--- src/rtl/fetch_unit.sv ---
// fetch_unit
// Instruction-fetch stage of the multi-cycle MIPS-subset core. It owns the
// program counter and fetches one word per instruction over a request/valid
// handshake. It holds the word stable while the instruction executes, then
// selects the next PC from the jr/J/branch controls.
//
// Ports
//   clk, rst                 clock; asynchronous active-low reset
//   imem_req, imem_addr      one-cycle fetch request and its byte address (= pc)
//   imem_rvalid, imem_rdata  returned instruction word
//   inst, opcode             registered instruction and its opcode field
//   inst_valid               high while inst is executing
//   pc, pc_plus4             current instruction address and its successor
//   exec_done                datapath finished the current instruction
//   J, beq, bne, jr, zero    next-PC controls for the current instruction
//   jr_target                rs value used by jr
//   retired                  completed-instruction counter
//   fault                    sticky misaligned-target flag
module fetch_unit #(
    parameter logic [31:0] RESET_PC = 32'h0000_0000
) (
    input  logic        clk,
    input  logic        rst,
    output logic        imem_req,
    output logic [31:0] imem_addr,
    input  logic        imem_rvalid,
    input  logic [31:0] imem_rdata,
    output logic [31:0] inst,
    output logic [5:0]  opcode,
    output logic        inst_valid,
    output logic [31:0] pc,
    output logic [31:0] pc_plus4,
    input  logic        exec_done,
    input  logic        J,
    input  logic        beq,
    input  logic        bne,
    input  logic        jr,
    input  logic        zero,
    input  logic [31:0] jr_target,
    output logic [31:0] retired,
    output logic        fault
);

    typedef enum logic [2:0] {
        IDLE  = 3'd0,
        FETCH = 3'd1,
        WAIT  = 3'd2,
        EXEC  = 3'd3,
        HALT  = 3'd4
    } state_t;

    state_t      state_reg, state_next;
    logic [31:0] pc_reg, pc_next;
    logic [31:0] inst_reg, inst_next;
    logic [31:0] retired_reg, retired_next;
    logic        fault_reg, fault_next;

    logic [31:0] branch_offset;
    logic        branch_taken;
    logic [31:0] target;

    // State register
    always_ff @(posedge clk or negedge rst) begin
        if (!rst) begin
            state_reg   <= IDLE;
            pc_reg      <= RESET_PC;
            inst_reg    <= 32'h0;
            retired_reg <= 32'h0;
            fault_reg   <= 1'b0;
        end else begin
            state_reg   <= state_next;
            pc_reg      <= pc_next;
            inst_reg    <= inst_next;
            retired_reg <= retired_next;
            fault_reg   <= fault_next;
        end
    end

    assign pc_plus4 = pc_reg + 32'd4;

    // Sign-extended word offset; the add wraps naturally at 32 bits.
    assign branch_offset = {{14{inst_reg[15]}}, inst_reg[15:0], 2'b00};
    // With beq and bne both set, either condition takes the branch.
    assign branch_taken  = (beq & zero) | (bne & ~zero);

    // Next-PC selection, jr has the highest priority.
    always_comb begin
        target = pc_plus4;
        if (jr) begin
            target = jr_target;
        end else if (J) begin
            target = {pc_plus4[31:28], inst_reg[25:0], 2'b00};
        end else if (branch_taken) begin
            target = pc_plus4 + branch_offset;
        end
    end

    // Next-state logic
    always_comb begin
        state_next   = state_reg;
        pc_next      = pc_reg;
        inst_next    = inst_reg;
        retired_next = retired_reg;
        fault_next   = fault_reg;
        case (state_reg)
            IDLE:  state_next = FETCH;
            // A response in the request cycle itself is not accepted.
            FETCH: state_next = WAIT;
            WAIT: begin
                if (imem_rvalid) begin
                    inst_next  = imem_rdata;
                    state_next = EXEC;
                end
            end
            EXEC: begin
                if (exec_done) begin
                    if (target[1:0] != 2'b00) begin
                        // Keep pc on the faulting instruction for diagnosis.
                        fault_next = 1'b1;
                        state_next = HALT;
                    end else begin
                        pc_next      = target;
                        retired_next = retired_reg + 32'd1;
                        state_next   = FETCH;
                    end
                end
            end
            HALT:    state_next = HALT;
            default: state_next = IDLE;
        endcase
    end

    // Outputs decoded from registered state only
    assign imem_req   = (state_reg == FETCH);
    assign inst_valid = (state_reg == EXEC);
    assign imem_addr  = pc_reg;
    assign pc         = pc_reg;
    assign inst       = inst_reg;
    assign opcode     = inst_reg[31:26];
    assign retired    = retired_reg;
    assign fault      = fault_reg;

endmodule

--- config.mk ---
export PLATFORM = sky130hd
export DESIGN_NAME = fetch_unit
export DESIGN_NICKNAME = d
export VERILOG_FILES = /design/src/rtl/fetch_unit.sv
export SDC_FILE = /design/constraint.sdc
export NUM_CORES = 1
export LEC_CHECK = 0
export CAP_MARGIN = 20
export CORE_MARGIN = 10
export CORE_UTILIZATION = 35
export CTS_BUF_LIST = sky130_fd_sc_hd__clkbuf_8
export CTS_CLUSTER_SIZE = 16
export DETAILED_ROUTE_END_ITERATION = 6
export PLACE_DENSITY = 0.7
export SLEW_MARGIN = 10
export SYNTH_ARGS = -nofsm -noshare
export SYNTH_HDL_FRONTEND = slang
export SYNTH_SLANG_ARGS = --single-unit
--- constraint.sdc ---
create_clock -name clk -period 11.1 [get_ports clk]
set_clock_uncertainty 0.05 [all_clocks]
set_input_delay 1.665 -clock clk [delete_from_list [all_inputs] [get_ports clk]]
set_output_delay 1.665 -clock clk [all_outputs]
set_load 0.02 [all_outputs]
==> flow_metrics.py <==
metrics = {
    "final_layout": {
        "fill_cells": 1910,
        "layout_commonest_cell": "clkdlybuf4s50_1",
        "fin_area_um2": 9589,
        "final_cell_mix": "clkdlybuf4s50_1, dfrtp_1, nand2_1, a21oi_1, xnor2_1",
        "drive_above_1_share": 0.07955,
        "fin_nets": 1074,
        "area_growth_pct": 36.18,
    },
    "worst_setup_path": {
        "endpoint_kind": "output port",
        "r2r_end": "imem_addr[26]$_DFFE_PN0P_",
        "cp_data_required_time_ps": 9390,
        "crit_family": "simple AND/OR/NAND/NOR gates",
        "crit_end": "pc_plus4[28]",
        "crit_path_top_delay_cell": "clkdlybuf4s50_1",
        "cp-start-kind": "flip-flop",
        "cp.arrival_ps": 3370,
        "crit_path_cell_trace": "and4_1 -> nand3_1 -> nor3_2 -> and4_1 -> and3_1 -> xor2_1 -> clkdlybuf4s50_1",
        "worstPathBufferInverterCount": 1,
        "cp_num_cells": 7,
        "regToRegSetupSlack_ps": 6790,
        "crit_path_start": "imem_addr[8]$_DFFE_PN0P_",
        "cp_max_fo": 7,
        "worst_r2r_path_depth": 16,
        "critPathKind": "reg -> out",
        "r2r_start": "imem_addr[2]$_DFFE_PN0P_",
        "slowest_delay_ps": 660,
        "crit_top_cell": "and4_1",
    },
    "synthesis": {
        "ys_warn_count": 0,
        "synth_cells": 778,
        "netlist.area_leader.share": 0.3554,
        "synth.cell_area_um2": 7042,
        "yosys-top-cells-area": "dfrtp_1, xnor2_1, ha_1",
        "synth_area_leader_cell": "dfrtp_1",
        "async_reset_ff_frac": 1.000,
        "synth_edf_count": 0,
        "synth_nets": 889,
        "syn_avg_cell_area_um2": 9.051,
        "ys_seq_area_frac": 0.3554,
        "synth-main-ff-cell": "dfrtp_1",
        "synth_cell_types": 64,
        "synth-seq-cells": 100,
    },
    "power": {
        "irDropWorstVdd_mv": 0.1924,
        "switching_power_w": 0.001502,
        "comb_power_share": 0.696,
        "clkPwrFrac": 0.078,
        "p_seq_frac": 0.226,
        "fin_total_pwr_w": 0.003027,
        "power_density_nw_per_um2": 315.7,
        "swShare": 0.4962,
        "p_leak_nw": 4.017,
        "p_int_w": 0.001525,
    },
    "sta": {
        "fin_ws_ps": 6018,
        "hold_violations": 0,
        "fin_tns_setup_ps": 0,
        "rsz0062_at_grt": "no",
        "max_slew.worst_pin.slew_ps": 965.2,
        "fin_crit_sh": 0.4579,
        "fmax_ghz": 0.1968,
        "holdWs_ps": 426.3,
        "slew_violations": 0,
        "slew-limit-headroom": 0.3566,
        "period_needed_ps": 5082,
        "setup_viol": 0,
    },
    "placed_design": {
        "portBuffers": 241,
        "dp_slack_ps": 6267,
        "hpwlAfterDp_um": 19260,
        "placed_area_um2": 9404,
        "routabilityCongestion": 0.8770,
    },
    "clocking": {
        "cts_hold_buffers": 0,
        "cts_root_buffer": "clkbuf_8",
        "numCtsBuffers": 9,
        "postCtsResizedCells": 0,
        "tritoncts": "built",
        "clock_path_buffers": 2,
        "cts.reportedPaths.clkPinSlew_ps": 110,
        "clock_latency_ps": 390,
        "cts_sinks": 100,
        "cts_setup_buffers": 0,
        "htreeDepth": 3,
    },
    "floorplanning": {
        "die_h_um": 161.8,
        "core_um2": 19650,
        "start_util": 0.3583,
        "rows": 51,
        "fp.dieW_um": 161.8,
        "die_area_um2": 26190,
        "io_pins": 242,
    },
    "status": {
        "status": "finished clean",
    },
    "detailed_routing": {
        "via_per_inst": 5.277,
        "wl_per_cell_um": 20.13,
        "drt_iter0_drc": 370,
        "num_vias": 6512,
        "drc_errors": 0,
        "first_pass_iters": 5,
        "drt-total-wl_um": 24840,
        "ant_nets": 0,
    },
    "grt": {
        "grt.total_usage": 0.1872,
        "grt_pass1_wl_um": 39010,
        "grt_pass1_vias": 6618,
        "grt_max_degree": 57,
        "antenna_found_initial": 1,
        "overflow": 0,
    },
    "worst_hold_path": {
        "hold_path.class": "reg -> reg",
    },
    "flow_run": {
        "max_cap_violations": 0,
    },
}
-- logic make-up (layout without fill, tap and decap cells) --
logic type,Yosys count,count (layout),synth area share
adders and majority gates,38,38,0.06859
muxes,37,37,0.05828
xor gates and xnor gates,82,82,0.1020
AOI/OAI and AO/OA,193,193,0.1795
other,0,1,0
and+or+nand+nor,239,239,0.1652
buffers and inverters,89,279,0.07107
DFF,100,100,0.3554
-- routing by layer --
layer,part of all wire,up-vias,routed length [um],track usage
li1,-,3125,-,-
met1,0.42,3113,10480,0.2338
met2,0.48,257,11880,0.3107
met3,0.089,17,2207,0.05637
met4,0.011,0,274,0.04177
met5,0,-,0,0
-- power by group through the flow --
stage / sequential (W) / clock (W) / combinational [W]
2_1_floorplan: 0.000771 / 0 / 0.00126
3_3_place_gp: 0.000687 / 0 / 0.00207
5_1_grt: 0.000711 / 0.000256 / 0.00229
6_report: 0.000685 / 0.000235 / 0.00211
3_5_place_dp: 0.000690 / 0 / 0.00209
4_1_cts: 0.000686 / 0.000240 / 0.00211
-- stage by stage --
step	cells	util
CTS	1233	0.4878
detailed placement	1217	0.4785
global placement	1217	0.4785
global route	1233	0.4878
floorplan	778	-
finish	1234	0.4879
-- cell usage after synthesis (5+ instances only) --
library cell and number:
o22ai_1 9, o21ai_0 39, nor2_1 50, o211a_1 6, nand3_1 31, xnor2_1 58, a21o_1 6, clkbuf_1 28
a211oi_1 5, nand2b_1 6, mux2_2 32, and2_1 6, ha_1 37, o21bai_1 7, a21oi_1 65, xor2_1 24
buf_4 42, and4_1 5, inv_1 13, o21a_1 5, nor3_1 7, and3_1 25, nand2_1 78, o211ai_1 9
mux2i_1 5, dfrtp_1 100, nand4_1 16
-- layout make-up --
class                   count  area (um^2)  area share
clock buffers               9        123.9     0.01292
flip-flops and latches    100         2502      0.2610
inverters                  14        52.55    0.005480
diodes                      1        2.502   0.0002610
well taps                 265        331.6     0.03458
repair buffers            249         2470      0.2576
clock inverters             7        58.81    0.006133
multi-input cells         589         4048      0.4221
-- worst min-delay path by stage --
stage                        startpoint                        to  slack [ps]  depth (start not counted)
6_report        retired[31]$_DFFE_PN0P_   retired[31]$_DFFE_PN0P_         430                          1
5_1_grt         retired[26]$_DFFE_PN0P_   retired[26]$_DFFE_PN0P_         470                          1
4_1_cts         retired[31]$_DFFE_PN0P_   retired[31]$_DFFE_PN0P_         430                          1
3_5_place_dp          fault$_DFFE_PN0P_         fault$_DFFE_PN0P_         400                          1
3_3_place_gp          fault$_DFFE_PN0P_         fault$_DFFE_PN0P_         400                          1
2_1_floorplan  state_reg[2]$_DFFE_PN0P_  state_reg[0]$_DFFE_PN0P_         420                          1
Power figures use the tool's default switching activity.
